### config.mk
export PLATFORM = sky130hd
export DESIGN_NAME = uart_tx_dev_flat
export DESIGN_NICKNAME = d
export VERILOG_FILES = /design/src/rtl/xm23_dev_pkg.sv /design/src/rtl/uart_tx_dev_if.sv /design/src/rtl/uart_tx_dev_baud_tick.sv /design/src/rtl/uart_tx_dev.sv /design/src/flat_wrapper.sv
export SDC_FILE = /design/constraint.sdc
export NUM_CORES = 1
export LEC_CHECK = 0
export BUFFER_PORTS_ARGS = -buffer_cell sky130_fd_sc_hd__buf_2
export CORE_MARGIN = 2
export CORE_UTILIZATION = 55
export CTS_CLUSTER_SIZE = 28
export DETAILED_ROUTE_END_ITERATION = 6
export PLACE_DENSITY = 0.8
export SLEW_MARGIN = 20
export SYNTH_ARGS = -nofsm -noshare
export SYNTH_HDL_FRONTEND = slang
export SYNTH_SLANG_ARGS = --single-unit
### constraint.sdc
create_clock -name clock -period 2.7 [get_ports clock]
set_input_delay 0.675 -clock clock [delete_from_list [all_inputs] [get_ports clock]]
set_output_delay 0.675 -clock clock [all_outputs]
set_load 0.005 [all_outputs]
### src/rtl/xm23_dev_pkg.sv
// Shared XM-23 device definitions.
// Holds the standard device CSR bit positions (reused by the timer and later
// devices) and the serial transmitter FSM state encoding.
package xm23_dev_pkg;

  // Standard XM-23 device CSR layout
  localparam int unsigned CSR_IE  = 0;  // interrupt enable
  localparam int unsigned CSR_IO  = 1;  // direction: 0 = output device
  localparam int unsigned CSR_DBA = 2;  // data buffer available
  localparam int unsigned CSR_OF  = 3;  // overflow
  localparam int unsigned CSR_ENA = 4;  // device enable

  typedef enum logic [1:0] {
    ST_IDLE  = 2'd0,
    ST_START = 2'd1,
    ST_DATA  = 2'd2,
    ST_STOP  = 2'd3
  } tx_state_e;

endpackage

### src/rtl/uart_tx_dev_if.sv
// CPU-side bus of the XM-23 UART transmitter device.
//   csr_wr_en/csr_wr_data : CSR write strobe and value
//   dr_wr_en/dr_wr_data   : data register write strobe and byte to send
//   csr_out               : current CSR value
//   irq                   : interrupt request (level)
//   tx                    : serial line, idles high
// master = CPU side, slave = device side.
interface uart_tx_dev_if;
  logic       csr_wr_en;
  logic [7:0] csr_wr_data;
  logic       dr_wr_en;
  logic [7:0] dr_wr_data;
  logic [7:0] csr_out;
  logic       irq;
  logic       tx;

  modport master (
    output csr_wr_en, csr_wr_data, dr_wr_en, dr_wr_data,
    input  csr_out, irq, tx
  );

  modport slave (
    input  csr_wr_en, csr_wr_data, dr_wr_en, dr_wr_data,
    output csr_out, irq, tx
  );
endinterface

### src/rtl/uart_tx_dev_baud_tick.sv
// Baud-rate tick generator.
// Counts 0..CLKS_PER_BIT-1 and raises tick_o during the last count, so one
// tick appears every CLKS_PER_BIT cycles. clr_i forces the count back to 0.
//   clk_i  : clock
//   rst_i  : synchronous active-high reset
//   clr_i  : synchronous counter clear
//   tick_o : one-cycle tick at the end of each bit period
module baud_tick #(
  parameter int unsigned CLKS_PER_BIT = 434,
  parameter int unsigned CNT_W        = 16
) (
  input  logic clk_i,
  input  logic rst_i,
  input  logic clr_i,
  output logic tick_o
);

  localparam logic [CNT_W-1:0] LAST = CNT_W'(CLKS_PER_BIT - 1);

  logic [CNT_W-1:0] cnt_q, cnt_d;

  assign tick_o = (cnt_q == LAST);

  always_comb begin
    cnt_d = cnt_q + 1'b1;
    if (clr_i || tick_o) begin
      cnt_d = '0;
    end
  end

  always_ff @(posedge clk_i) begin
    if (rst_i) begin
      cnt_q <= '0;
    end else begin
      cnt_q <= cnt_d;
    end
  end

endmodule

### src/rtl/uart_tx_dev.sv
// XM-23 output device: 8N1 UART transmitter, LSB first.
// A DR write while enabled and DBA=1 starts a frame; DBA (and irq when IE is
// set) signal readiness for the next byte. A DR write while busy is dropped
// and sets OF. Clearing ENA aborts a frame in progress.
//   clock, reset : system clock, synchronous active-high reset
//   bus          : CSR/DR write strobes, csr_out, irq, tx
module uart_tx_dev
  import xm23_dev_pkg::*;
#(
  parameter int unsigned CLKS_PER_BIT = 434,
  parameter int unsigned CNT_W        = 16
) (
  input  logic          clock,
  input  logic          reset,
  uart_tx_dev_if.slave  bus
);

  tx_state_e  state_q, state_d;
  logic [7:0] shift_q, shift_d;
  logic [2:0] bit_q, bit_d;
  logic       ie_q, ie_d;
  logic       ena_q, ena_d;
  logic       of_q, of_d;
  logic       dba_q, dba_d;
  logic       irq_q, irq_d;
  logic       tx_q, tx_d;

  logic       tick;
  logic       baud_clr;
  logic       dr_accept;
  logic       dr_reject;
  logic       abort;
  logic [7:0] csr;
  logic       csr_unused;

  // Read-only / reserved CSR bits are ignored on write
  assign csr_unused = ^{bus.csr_wr_data[7:5], bus.csr_wr_data[2:1]};

  // DR decisions use the registered CSR, before any same-cycle CSR write
  assign dr_accept = bus.dr_wr_en & ena_q &  dba_q;
  assign dr_reject = bus.dr_wr_en & ena_q & ~dba_q;
  // ENA low while a frame is running: abort on the edge after ENA dropped
  assign abort     = ~ena_q & (state_q != ST_IDLE);

  // Counter restarts on every state entry and is held at 0 while idle
  assign baud_clr  = (state_d != state_q) | (state_q == ST_IDLE);

  baud_tick #(
    .CLKS_PER_BIT (CLKS_PER_BIT),
    .CNT_W        (CNT_W)
  ) u_baud (
    .clk_i  (clock),
    .rst_i  (reset),
    .clr_i  (baud_clr),
    .tick_o (tick)
  );

  always_comb begin
    state_d = state_q;
    shift_d = shift_q;
    bit_d   = bit_q;
    ie_d    = ie_q;
    ena_d   = ena_q;
    of_d    = of_q;
    dba_d   = dba_q;
    irq_d   = ie_q & dba_q & ena_q;
    tx_d    = 1'b1;

    if (bus.csr_wr_en) begin
      ie_d  = bus.csr_wr_data[CSR_IE];
      ena_d = bus.csr_wr_data[CSR_ENA];
      of_d  = of_q & bus.csr_wr_data[CSR_OF];
    end
    // A rejected byte sets OF even if software clears OF in the same cycle
    if (dr_reject) begin
      of_d = 1'b1;
    end

    if (abort) begin
      state_d = ST_IDLE;
      bit_d   = '0;
      dba_d   = 1'b1;
    end else begin
      unique case (state_q)
        ST_IDLE: begin
          if (dr_accept) begin
            shift_d = bus.dr_wr_data;
            dba_d   = 1'b0;
            state_d = ST_START;
          end
        end
        ST_START: begin
          if (tick) state_d = ST_DATA;
        end
        ST_DATA: begin
          if (tick) begin
            shift_d = {1'b0, shift_q[7:1]};
            bit_d   = bit_q + 3'd1;
            if (bit_q == 3'd7) state_d = ST_STOP;
          end
        end
        ST_STOP: begin
          if (tick) begin
            state_d = ST_IDLE;
            dba_d   = 1'b1;
          end
        end
      endcase
    end

    // tx is registered from the next state so it changes with the state
    unique case (state_d)
      ST_START: tx_d = 1'b0;
      ST_DATA:  tx_d = shift_d[0];
      default:  tx_d = 1'b1;
    endcase
  end

  always_ff @(posedge clock) begin
    if (reset) begin
      state_q <= ST_IDLE;
      shift_q <= '0;
      bit_q   <= '0;
      ie_q    <= 1'b0;
      ena_q   <= 1'b0;
      of_q    <= 1'b0;
      dba_q   <= 1'b1;
      irq_q   <= 1'b0;
      tx_q    <= 1'b1;
    end else begin
      state_q <= state_d;
      shift_q <= shift_d;
      bit_q   <= bit_d;
      ie_q    <= ie_d;
      ena_q   <= ena_d;
      of_q    <= of_d;
      dba_q   <= dba_d;
      irq_q   <= irq_d;
      tx_q    <= tx_d;
    end
  end

  always_comb begin
    csr          = '0;
    csr[CSR_IE]  = ie_q;
    csr[CSR_IO]  = 1'b0;
    csr[CSR_DBA] = dba_q;
    csr[CSR_OF]  = of_q;
    csr[CSR_ENA] = ena_q;
  end

  assign bus.csr_out = csr;
  assign bus.irq     = irq_q;
  assign bus.tx      = tx_q;

endmodule

### src/flat_wrapper.sv
// flat-port wrapper written by rule: the top's interface ports become plain ports
module uart_tx_dev_flat import xm23_dev_pkg::*;
#(
  parameter int unsigned CLKS_PER_BIT = 434,
  parameter int unsigned CNT_W        = 16
)
  (clock, reset, bus_csr_wr_en, bus_csr_wr_data, bus_dr_wr_en, bus_dr_wr_data, bus_csr_out, bus_irq, bus_tx);
  uart_tx_dev_if bus_i ();
  input  logic clock;
  input  logic reset;
  input wire logic [$bits(bus_i.csr_wr_en)-1:0] bus_csr_wr_en;
  input wire logic [$bits(bus_i.csr_wr_data)-1:0] bus_csr_wr_data;
  input wire logic [$bits(bus_i.dr_wr_en)-1:0] bus_dr_wr_en;
  input wire logic [$bits(bus_i.dr_wr_data)-1:0] bus_dr_wr_data;
  output wire logic [$bits(bus_i.csr_out)-1:0] bus_csr_out;
  output wire logic [$bits(bus_i.irq)-1:0] bus_irq;
  output wire logic [$bits(bus_i.tx)-1:0] bus_tx;
  assign bus_i.csr_wr_en = bus_csr_wr_en;
  assign bus_i.csr_wr_data = bus_csr_wr_data;
  assign bus_i.dr_wr_en = bus_dr_wr_en;
  assign bus_i.dr_wr_data = bus_dr_wr_data;
  assign bus_csr_out = bus_i.csr_out;
  assign bus_irq = bus_i.irq;
  assign bus_tx = bus_i.tx;
  uart_tx_dev #(.CLKS_PER_BIT(CLKS_PER_BIT), .CNT_W(CNT_W)) u_core (.clock(clock), .reset(reset), .bus(bus_i));
endmodule
---- After elaboration in Yosys (flattened, before gate mapping) ----
Index checks and enable logic that the tools add are counted.
word-level totals
  flip-flop bits (word level) ............. 35
  output and inout bits ................... 10
  word-level logic and storage cells ...... 63
operators by class
  add/sub/neg operators ................... 2
  eq/ne operators ......................... 11
  multiplexer cells ....................... 17
  bitwise operators ....................... 11
  reduce and logical (&&, ||, !) cells .... 11
operators by type and width
  cell                   number
  $add 16x1->16 const B  1
  $eq 16x9->1 const B    1
  $mux 8                 2
  $pmux 8 s2             1
  $mux 2                 6
  $pmux 2 s4             1
  $reduce_bool 2->1      4
  $and 1x1->1            7
  $eq 2x2->1 const B     3
  $mux 1                 5
  $eq 2x1->1 const B     2
  $ne 2x2->1 const B     2
  $pmux 1 s2             2
  $reduce_and 4->1       1
  $reduce_or 2->1        2
  $add 3x1->3 const B    1
  $eq 3x3->1 const B     1
  $not 1->1              3
  $reduce_and 3->1       1
  $logic_not 2->1        1
  $ne 2x1->1 const B     1
  $ne 2x2->1             1
  $reduce_and 2->1       1
  $logic_or 1x1->1       1
  $or 1x1->1             1

---- Logic depth before layout (Yosys ltp) ----
Gate-level depths: netlist (run 1).
  word-level depth ........................ 9
  gate-level depth with buffers ........... 9

---- By module ----
A second synthesis (run 1) with hierarchy kept.
unflattened totals
  cells, all modules ...................... 188
  area, all modules ....................... 1,715.4 µm²
by module, submodules not included
  module       instances  cells each  area each (µm²)  sequential area each (µm²)
  uart_tx_dev  1          104         968.4            380.4
  baud_tick    1          84          747.0            320.3

---- Worst setup path after synthesis (run 1) ----
Ideal clock, no wire load.
  path kind ............................... flip-flop to flip-flop
  start point ............................. reg u_core.state_q[1]
  end point ............................... reg u_core.u_baud.cnt_q[10]
  setup time .............................. 0.064 ns
  arrival ................................. 1.832 ns
  data required time ...................... 2.636 ns
  slack ................................... 0.804 ns
  stages on the path, launching flop included .. 10
  path buffers ............................ 2
  period minus slack after synthesis ...... 1.896 ns
  path through ............................ dfxtp_1 -> inv_1 -> ha_1 -> clkbuf_1 -> a21oi_2 -> and3_1 -> a311oi_1 -> nand4_1 -> buf_2 -> nor2_1
on the way
  word-level cells in the longest chain between the ends .. 8
ends and longest elaborated chain
  what                         line                         source
  from (decl)                  uart_tx_dev.sv:18            tx_state_e state_q, state_d;
  from (signal assigned)       uart_tx_dev.sv:131           state_q <= state_d;
  $mux 2                       uart_tx_dev.sv:99            if (bit_q == 3'd7) state_d = ST_STOP;
  $mux 2                       uart_tx_dev.sv:96            if (tick) begin
  $pmux 2 s4                   uart_tx_dev.sv:84            unique case (state_q)
  $mux 2                       uart_tx_dev.sv:79            if (abort) begin
  $ne 2x2->1                   uart_tx_dev.sv:46            assign baud_clr = (state_d != state_q) | (state_q == ST_IDLE);
  $or 1x1->1 *                 uart_tx_dev.sv:46
  $logic_or 1x1->1 *           uart_tx_dev_baud_tick.sv:26  if (clr_i || tick_o) begin
  $reduce_or 2->1 (no line) *  n/a
  to (signal assigned)         uart_tx_dev_baud_tick.sv:35  cnt_q <= cnt_d;
  to (decl)                    uart_tx_dev_baud_tick.sv:20  logic [CNT_W-1:0] cnt_q, cnt_d;
Mark *: on every way between the ends. The rest lies on a longest branch, timed or not.
A chain may end at the register's enable or synchronous reset.

---- Final worst setup path (run 1) ----
  start point ............................. reg u_core.u_baud.cnt_q[0]
  end point ............................... reg u_core.tx_q, in the netlist u_core.bus.tx
on the way
  word-level cells in the longest chain between the ends .. 6
ends and longest elaborated chain
  what                                             line                                                      source
  $eq 16x9->1 *                                    uart_tx_dev_baud_tick.sv:22                               assign tick_o = (cnt_q == LAST);
  $mux 2 (on tied branches)                        uart_tx_dev.sv:103, uart_tx_dev.sv:93, uart_tx_dev.sv:96
  $pmux 2 s4                                       uart_tx_dev.sv:84
  $mux 2                                           uart_tx_dev.sv:79
  $eq 2x2->1 / $eq 2x1->1 (equally long branches)  uart_tx_dev.sv:112                                        unique case (state_d)
  $pmux 1 s2 *                                     uart_tx_dev.sv:112
  to (signal assigned)                             uart_tx_dev.sv:139                                        tx_q <= tx_d;
  to (decl)                                        uart_tx_dev.sv:26                                         logic tx_q, tx_d;
Mark *: on every way between the ends. The rest lies on a longest branch, timed or not. The select of a mux whose other input is x is not followed.

==> flow_metrics.tcl, run 1 <==
set metrics [dict create \
    grt_overflow 0 \
    cp.arrival_ps 2500 \
    gp_congestion 0.857 \
    ys_top_cells_by_count "35 x dfxtp_1, 31 x nor2_1, 12 x nand2_1" \
    syn_area_per_cell_um2 9.01 \
    crit_slowest_cell "and4_1" \
    synth-seq-cells 35 \
    crit_family "simple AND/OR/NAND/NOR gates" \
    grt_pass1_vias 1207 \
    cts_buffers 5 \
    io_pins 30 \
    fmax_ghz 0.444 \
    cts-resized-gates 0 \
    clock_path_buffers 2 \
    nets 251 \
    tightest_slew_ps 572 \
    initial_core_util_pct 58.8 \
    clkTransAtPathRegs_ps 100 \
    die_h_um 61.8 \
    drtPass1Iterations 4 \
    synth_top_area_share_pct 38.1 \
    post-cts-setup-buffer-count 0 \
    power_density_nw_per_um2 460 \
    num_rows 20 \
    hold_path.class "reg -> reg" \
    yosysSeqAreaShare_pct 38.1 \
    drc 0 \
    viasPerCell 5.52 \
    critical_path_class "reg -> reg" \
    insertion_delay_ps 330 \
    vias 1469 \
    postRouteAntennaNets 0 \
    ir_drop_uv 349 \
    coreArea_um2 3130 \
    relSlewSlack_pct 61.7 \
    p_leak_nw 0.717 \
    cts_tree "built" \
    setup_viol 0 \
    syn_inst 204 \
    dp.final_hpwl_mm 2.26 \
    cts_hold_buf 0 \
    die_w_um 61.8 \
    finalCriticalPeriod_ps 2250 \
    grt_start_max_net_pins 17 \
    start_kind "register" \
    io_buffers 20 \
    cts_root_buf "clkbuf_4" \
    dieArea_um2 3820 \
    synth_most_common_cell "dfxtp_1" \
    crit_path_end_kind "register" \
    rsz0062_at_grt "false" \
    clock_skew_ps 3.25 \
    synth_cell_types 43 \
    drv_slew 0 \
    diodes 0 \
    slowest_delay_ps 520 \
    crit_buf_inv 0 \
    wl_per_cell_um 12.2 \
    path_cells "ha_1 -> nor3b_1 -> and4_1 -> nor2_1 -> o31a_1 -> a32oi_1" \
    critPathMaxFanout 11 \
    synth_ff_type "dfxtp_1" \
    h-tree-depth 2 \
    wirelength_mm 3.23 \
    max_cap_viol_count 0 \
    synth_edf_count 0 \
    syn_area_um2 1840 \
    grt_pass1_wl_mm 5.33 \
    synth.area.top_cells "dfxtp_1 38%, nor2_1 6.3%, ha_1 6.1%" \
    post-route-period-util_pct 83.5 \
    status "finished clean" \
    grt.total_usage_pct 19.1 \
    cts.sinks 35 \
    hold_violations 0 \
    yosysTopAreaCell "dfxtp_1" \
    antenna_found_initial 0 \
    area_growth_pct 8.03 \
    required_ps 2940 \
    power_uw 912 \
    drive_gt1_share_pct 17.6 \
    synthArstFlopShare_pct 0 \
    dr.first_iter.drc_count 78 \
    setup_tns_ps 0 \
    synth_warnings 0 \
]
tightest hold or removal path, stage by stage, from the launching register on:
cell and delay, ps:
dfxtp_1 330, nand2_1 60, a21oi_1 50
registers in the layout (all words and copies together) (netlist names):
register / count
u_core.u_baud.cnt_q: 16
u_core.ie_q: 1
u_core.shift_q: 8
u_core.ena_q: 1
u_core.bit_q: 3
u_core.bus.irq: 1
u_core.of_q: 1
u_core.dba_q: 1
u_core.state_q: 2
u_core.bus.tx: 1
power by group:
part	internal, mW	leakage (nW)	total, mW	switching (mW)
registers	0.531	0.283	0.540	0.00919
logic	0.0358	0.400	0.0842	0.0485
clock network	0.121	0.0341	0.288	0.168
area by class of cell:
cell class | instances | area (um^2)
flip-flops and latches | 35 | 701
well taps | 44 | 55.1
repair buffers | 23 | 123
clock inverters | 1 | 5.00
fillers | 268 | 1140
inverters | 7 | 26.3
clock buffers | 6 | 51.3
multi-input cells | 150 | 1020
final timing paths:
path,depth (start not counted),to,from,slack [ps]
min,2,u_core.bit_q[2]$_SDFFE_PP0P_,u_core.bit_q[2]$_SDFFE_PP0P_,470
min reg2reg,2,u_core.bit_q[2]$_SDFFE_PP0P_,u_core.bit_q[2]$_SDFFE_PP0P_,470
max,6,u_core.bus.tx$_SDFF_PP1_,u_core.u_baud.cnt_q[0]$_SDFF_PP0_,450
max reg2reg,6,u_core.bus.tx$_SDFF_PP1_,u_core.u_baud.cnt_q[0]$_SDFF_PP0_,450
layer usage:
metal | share of wire (%) | up-vias | track usage, %
met4 | 0.53 | 0 | 5.47
met3 | 5.1 | 3 | 7.45
met2 | 43 | 44 | 26.6
met5 | 0 | - | 0
met1 | 52 | 674 | 27.5
li1 | - | 748 | -
kinds of logic (layout without fill, tap and decap cells):
logic type | after synthesis | count (layout) | synth area share (%)
AOI/OAI and AO/OA | 37 | 37 | 15.7
xor gates and xnor gates | 15 | 15 | 7.15
adders and majority gates | 9 | 9 | 6.13
buffers and inverters | 22 | 37 | 6.74
DFF | 35 | 35 | 38.1
muxes | 2 | 2 | 1.09
other | 1 | 4 | 0.204
and+or+nand+nor | 83 | 83 | 24.9
stage by stage:
stage | instances | setup slack, ps | area (um^2) | hold slack [ps] | utilization (%)
6_report | 266 | 445 | 1990 | 472 | 63.5
5_1_grt | 266 | 282 | 1990 | 510 | 63.5
4_1_cts | 266 | 493 | 1990 | 473 | 63.5
3_5_place_dp | 259 | 520 | 1930 | 458 | 61.7
3_3_place_gp | 259 | 510 | 1930 | 453 | 61.7
2_1_floorplan | 207 | 804 | 1850 | 440 | -
cells in the final DEF, fill, tap and decap left out, types with 2 or more instances in the layout:
cell / n
a211oi_1: 2
a211oi_2: 4
a21oi_1: 9
a32oi_1: 7
and3_1: 2
and4_1: 5
buf_2: 20
buf_4: 3
clkbuf_4: 5
conb_1: 4
dfxtp_1: 35
ha_1: 9
inv_1: 7
mux2i_1: 2
nand2_1: 12
nand2b_1: 2
nand3_1: 11
nand4_1: 3
nor2_1: 31
nor3_1: 7
nor4_4: 2
o21ai_0: 6
xnor2_1: 8
xor2_1: 7
Power figures use the tool's default switching activity.
==> run 2: changes to the inputs <==
==> constraint.sdc (replaced) <==
create_clock -name clock -period 2.3 [get_ports clock]
set_input_delay 0.575 -clock clock [delete_from_list [all_inputs] [get_ports clock]]
set_output_delay 0.575 -clock clock [all_outputs]
set_load 0.005 [all_outputs]
==> run 2 against run 1 <==
  * Utilization up 0.24 points
  * Highest routed layer unchanged
  * Sequential share of layout area shrank 0.13 points
  * Critical endpoint unchanged
  * Critical path depth stayed put
  * Sequential power grew 18%
==> flow_metrics.tcl, run 2 (same netlist as run 1, synthesis figures left out) <==
set metrics [dict create \
    status "finished clean" \
    wirelength_mm 3.40 \
    grt.total_usage_pct 20.4 \
    start_kind "register" \
    setup_viol 0 \
    grt_pass1_wl_mm 5.65 \
    setup_ws_ps 177 \
    top_register "u_core.u_baud.cnt_q" \
    final_cell_mix "35 x dfxtp_1, 31 x nor2_1, 20 x buf_2" \
    clock_path_buffers 2 \
    dp.final_hpwl_mm 2.46 \
    die_w_um 61.8 \
    post-cts-setup-buffer-count 0 \
    diodes 0 \
    coreArea_um2 3130 \
    dieArea_um2 3820 \
    critical_path_class "reg -> reg" \
    ir_drop_uv 377 \
    final_area_um2 1990 \
    hold_start "bus_csr_wr_data[4]" \
    area_growth_pct 8.44 \
    cts_buffers 5 \
    drc 0 \
    post-route-period-util_pct 92.3 \
    num_rows 20 \
    drtPass1Iterations 4 \
    nets 254 \
    regToRegEndpoint "u_core.bus.tx$_SDFF_PP1_" \
    vias 1486 \
    place_ws_ps 222 \
    antenna_found_initial 0 \
    p_leak_nw 0.724 \
    drive_gt1_share_pct 17.9 \
    insertion_delay_ps 340 \
    power_density_nw_per_um2 517 \
    dp.cells 262 \
    top_regs "u_core.u_baud.cnt_q: 16 flops, u_core.shift_q: 8 flops, u_core.bit_q: 3 flops" \
    fin_cells 268 \
    dpl-instance-area_um2 1950 \
    io_pins 30 \
    finalCriticalPeriod_ps 2120 \
    final_common_cell "dfxtp_1" \
    largest_reg_flops 16 \
    crit_path_end_kind "register" \
    clock_skew_ps 11.1 \
    cp.arrival_ps 2380 \
    cts-resized-gates 0 \
    cts_tree "built" \
    r2r_setup_slack_ps 180 \
    fmax_ghz 0.471 \
    initial_core_util_pct 58.8 \
    dr.first_iter.drc_count 44 \
    setup_tns_ps 0 \
    grt_start_max_net_pins 17 \
    grt_overflow 0 \
    hold_depth 3 \
    viasPerCell 5.54 \
    die_h_um 61.8 \
    cts_root_buf "clkbuf_4" \
    postRouteAntennaNets 0 \
    critPathMaxFanout 6 \
    hold_path.class "in -> reg" \
    rsz0062_at_grt "false" \
    drv_slew 0 \
    hold_violations 0 \
    cts_hold_buf 0 \
    io_buffers 20 \
    holdPathEnd "u_core.ena_q$_SDFFE_PP0P_" \
    clkTransAtPathRegs_ps 100 \
    h-tree-depth 2 \
    rr_worst_depth 6 \
    max_cap_viol_count 0 \
    wl_per_cell_um 12.7 \
    required_ps 2560 \
    cts.sinks 35 \
    gp_congestion 0.884 \
    grt_pass1_vias 1282 \
    r2r_start "u_core.u_baud.cnt_q[0]$_SDFF_PP0_" \
]
run 2: cell types whose count changed in the layout (fill, tap and decap cells not counted), sizes merged:
cell	change
buf	+3
clkinv	-1
run 2: worst max path at each step:
stage                                          to                         startpoint  slack, ps
4_1_cts            u_core.shift_q[6]$_SDFFE_PP0P_  u_core.u_baud.cnt_q[0]$_SDFF_PP0_        200
5_1_grt                  u_core.bus.tx$_SDFF_PP1_  u_core.u_baud.cnt_q[0]$_SDFF_PP0_         20
6_report                 u_core.bus.tx$_SDFF_PP1_  u_core.u_baud.cnt_q[0]$_SDFF_PP0_        180
2_1_floorplan  u_core.u_baud.cnt_q[10]$_SDFF_PP0_       u_core.state_q[1]$_SDFF_PP0_        400
3_5_place_dp             u_core.bus.tx$_SDFF_PP1_  u_core.u_baud.cnt_q[0]$_SDFF_PP0_        220
3_3_place_gp             u_core.bus.tx$_SDFF_PP1_  u_core.u_baud.cnt_q[0]$_SDFF_PP0_        260
run 2: critical path: stages (launching register included):
cell and delay, ps:
dfxtp_1 410, ha_1 180, nor3b_1 420, and4_1 410, nor2_1 100, o31a_1 320
a32oi_1 200
run 2: report_power, final:
group | total, mW | internal (mW) | leakage [nW] | switching (mW)
Combinational | 0.0994 | 0.0435 | 0.416 | 0.0558
Sequential | 0.636 | 0.623 | 0.283 | 0.0133
Clock | 0.296 | 0.109 | 0.0242 | 0.187
run 2: stage by stage:
| step | util [%] | total power [mW] | hold slack (ps) |
|---|---|---|---|
| global route | 63.7 | 1.09 | 447 |
| global placement | 62.4 | 0.746 | 446 |
| finish | 63.7 | 1.03 | 460 |
| detailed placement | 62.4 | 0.748 | 459 |
| floorplan | - | 0.726 | 440 |
| CTS | 63.7 | 1.04 | 455 |
run 2: layer usage:
layer	vias to the layer above	global-route usage (%)	share of wire, %
li1	756	-	-
met1	676	26.6	48
met2	48	30.5	44
met3	6	6.83	6.4
met4	0	9.12	1.4
met5	-	0	0
run 2: final cells by class:
class | count | area (um^2)
Clock buffer | 6 | 41.3
Fill cell | 265 | 1130
Inverter | 7 | 26.3
Multi-Input combinational cell | 150 | 1020
Sequential cell | 35 | 701
Tap cell | 44 | 55.1
Timing Repair Buffer | 26 | 145
==> run 3: changes to the inputs <==
--- a/config.mk
+++ b/config.mk
@@ -10,7 +10,7 @@
 export CORE_UTILIZATION = 55
 export CTS_CLUSTER_SIZE = 28
 export DETAILED_ROUTE_END_ITERATION = 6
-export PLACE_DENSITY = 0.8
+export PLACE_DENSITY = 0.78
 export SLEW_MARGIN = 20
 export SYNTH_ARGS = -nofsm -noshare
 export SYNTH_HDL_FRONTEND = slang
==> run 3 against run 2 <==
  * Register-to-register slack improved by 20 ps
  * Final area up 0.94%
  * Critical path depth rose by 1
  * Critical endpoint is now u_core.shift_q[2]$_SDFFE_PP0P_
  * Highest routed layer unchanged
==> flow_metrics.tcl, run 3 (same netlist as run 1, synthesis figures left out) <==
set metrics [dict create \
    status "finished clean" \
    finalCriticalPeriod_ps 2100 \
    wirelength_mm 3.37 \
    io_pins 30 \
    dieArea_um2 3820 \
    largest_reg_flops 16 \
    io_buffers 20 \
    hold_violations 0 \
    gp_congestion 0.894 \
    rsz0062_at_grt "false" \
    post-cts-setup-buffer-count 0 \
    pwr-share-seq_pct 60.6 \
    crit_path_end_kind "register" \
    h-tree-depth 2 \
    cts_hold_buf 0 \
    cts-resized-gates 0 \
    die_h_um 61.8 \
    wl_per_cell_um 12.4 \
    dr.first_iter.drc_count 86 \
    crit_family "simple AND/OR/NAND/NOR gates" \
    slowest_delay_ps 410 \
    insertion_delay_ps 330 \
    grt_pass1_wl_mm 5.59 \
    max_cap_viol_count 0 \
    coreArea_um2 3130 \
    postRouteAntennaNets 0 \
    diodes 0 \
    grt.total_usage_pct 19.7 \
    dp.final_hpwl_mm 2.51 \
    clock_power_share_pct 29.6 \
    fin_cells 271 \
    final_common_cell "dfxtp_1" \
    cts_buffers 5 \
    drive_gt1_share_pct 19.4 \
    grt_pass1_vias 1261 \
    critPathMaxFanout 13 \
    critical_path_class "reg -> reg" \
    fill_cells 271 \
    internal_power_uw 781 \
    required_ps 2550 \
    power_density_nw_per_um2 521 \
    place_ws_ps 235 \
    drc 0 \
    area_growth_pct 9.46 \
    final_cell_mix "35 x dfxtp_1, 31 x nor2_1, 20 x buf_2" \
    p_leak_nw 0.740 \
    viasPerCell 5.46 \
    grt_start_max_net_pins 17 \
    start_kind "register" \
    clkTransAtPathRegs_ps 100 \
    fmax_ghz 0.476 \
    setup_ws_ps 201 \
    clock_path_buffers 2 \
    p_sw_share_pct 25.5 \
    setup_tns_ps 0 \
    post-route-period-util_pct 91.3 \
    initial_core_util_pct 58.8 \
    top_register "u_core.u_baud.cnt_q" \
    ir_drop_uv 492 \
    cts_tree "built" \
    drtPass1Iterations 4 \
    drv_slew 0 \
    top_regs "u_core.u_baud.cnt_q: 16 flops, u_core.shift_q: 8 flops, u_core.bit_q: 3 flops" \
    p_sw_uw 267 \
    die_w_um 61.8 \
    clock_skew_ps 10.1 \
    nets 255 \
    hold_path.class "reg -> reg" \
    grt_overflow 0 \
    crit_slowest_cell "dfxtp_1" \
    pwr-share-comb_pct 9.8 \
    num_rows 20 \
    vias 1480 \
    antenna_found_initial 0 \
    cp.arrival_ps 2350 \
    setup_viol 0 \
    cts.sinks 35 \
    path_cells "ha_1 -> nor3b_1 -> nand4_4 -> a211oi_4 -> buf_4 -> nor2_1 -> a211oi_1" \
    cts_root_buf "clkbuf_4" \
    crit_buf_inv 1 \
    power_mw 1.05 \
    dp.cells 263 \
]
## run 3: changes by cell type in the layout (fill, tap and decap cells not counted)
cell	before	now
clkinv_2	0	3
buf_4	6	7
clkbuf_1	1	0
## run 3: per-layer routing
metal / up-vias / global-route usage, % / routed length, um
met2: 46 / 30.8 / 1540
met4: 0 / 8.21 / 33
li1: 761 / - / -
met1: 669 / 26.4 / 1630
met5: - / 0 / 0
met3: 4 / 4.35 / 166
## run 3: path summary, 6_finish.rpt
check,start,to,slack [ps],cells past startpoint
max,u_core.u_baud.cnt_q[0]$_SDFF_PP0_,u_core.shift_q[2]$_SDFFE_PP0P_,200,7
min reg2reg,u_core.bit_q[2]$_SDFFE_PP0P_,u_core.bit_q[2]$_SDFFE_PP0P_,470,2
max reg2reg,u_core.u_baud.cnt_q[0]$_SDFF_PP0_,u_core.shift_q[2]$_SDFFE_PP0P_,200,7
min,u_core.bit_q[2]$_SDFFE_PP0P_,u_core.bit_q[2]$_SDFFE_PP0P_,470,2
## run 3: layout make-up
cell class | count | area [um^2] | share of cell area, %
Timing Repair Buffer | 27 | 153 | 7.59
Sequential cell | 35 | 701 | 34.8
Inverter | 7 | 26.3 | 1.31
Clock buffer | 5 | 37.5 | 1.87
Multi-Input combinational cell | 150 | 1020 | 50.9
Clock inverter | 3 | 15.0 | 0.746
Tap cell | 44 | 55.1 | 2.74
## run 3: power groups by stage
stage	Sequential (mW)	Combinational, mW	Clock [mW]
3_5_place_dp	0.649	0.101	0
2_1_floorplan	0.646	0.0800	0
6_report	0.635	0.102	0.311
4_1_cts	0.635	0.102	0.323
5_1_grt	0.638	0.114	0.349
3_3_place_gp	0.648	0.0998	0
## run 3: worst register-to-register path, stage by stage (launching register included)
cell and delay (ps):
dfxtp_1 410, ha_1 170, nor3b_1 400, nand4_4 250, a211oi_4 290, buf_4 230
nor2_1 60, a211oi_1 210
## run 3: through the flow
step / hold slack (ps) / instance area [um^2] / util, %
after detailed placement: 455 / 1960 / 62.6
after floorplan: 440 / 1850 / -
after CTS: 467 / 2010 / 64.3
final: 469 / 2010 / 64.3
after global routing: 474 / 2010 / 64.3
after global placement: 449 / 1960 / 62.6
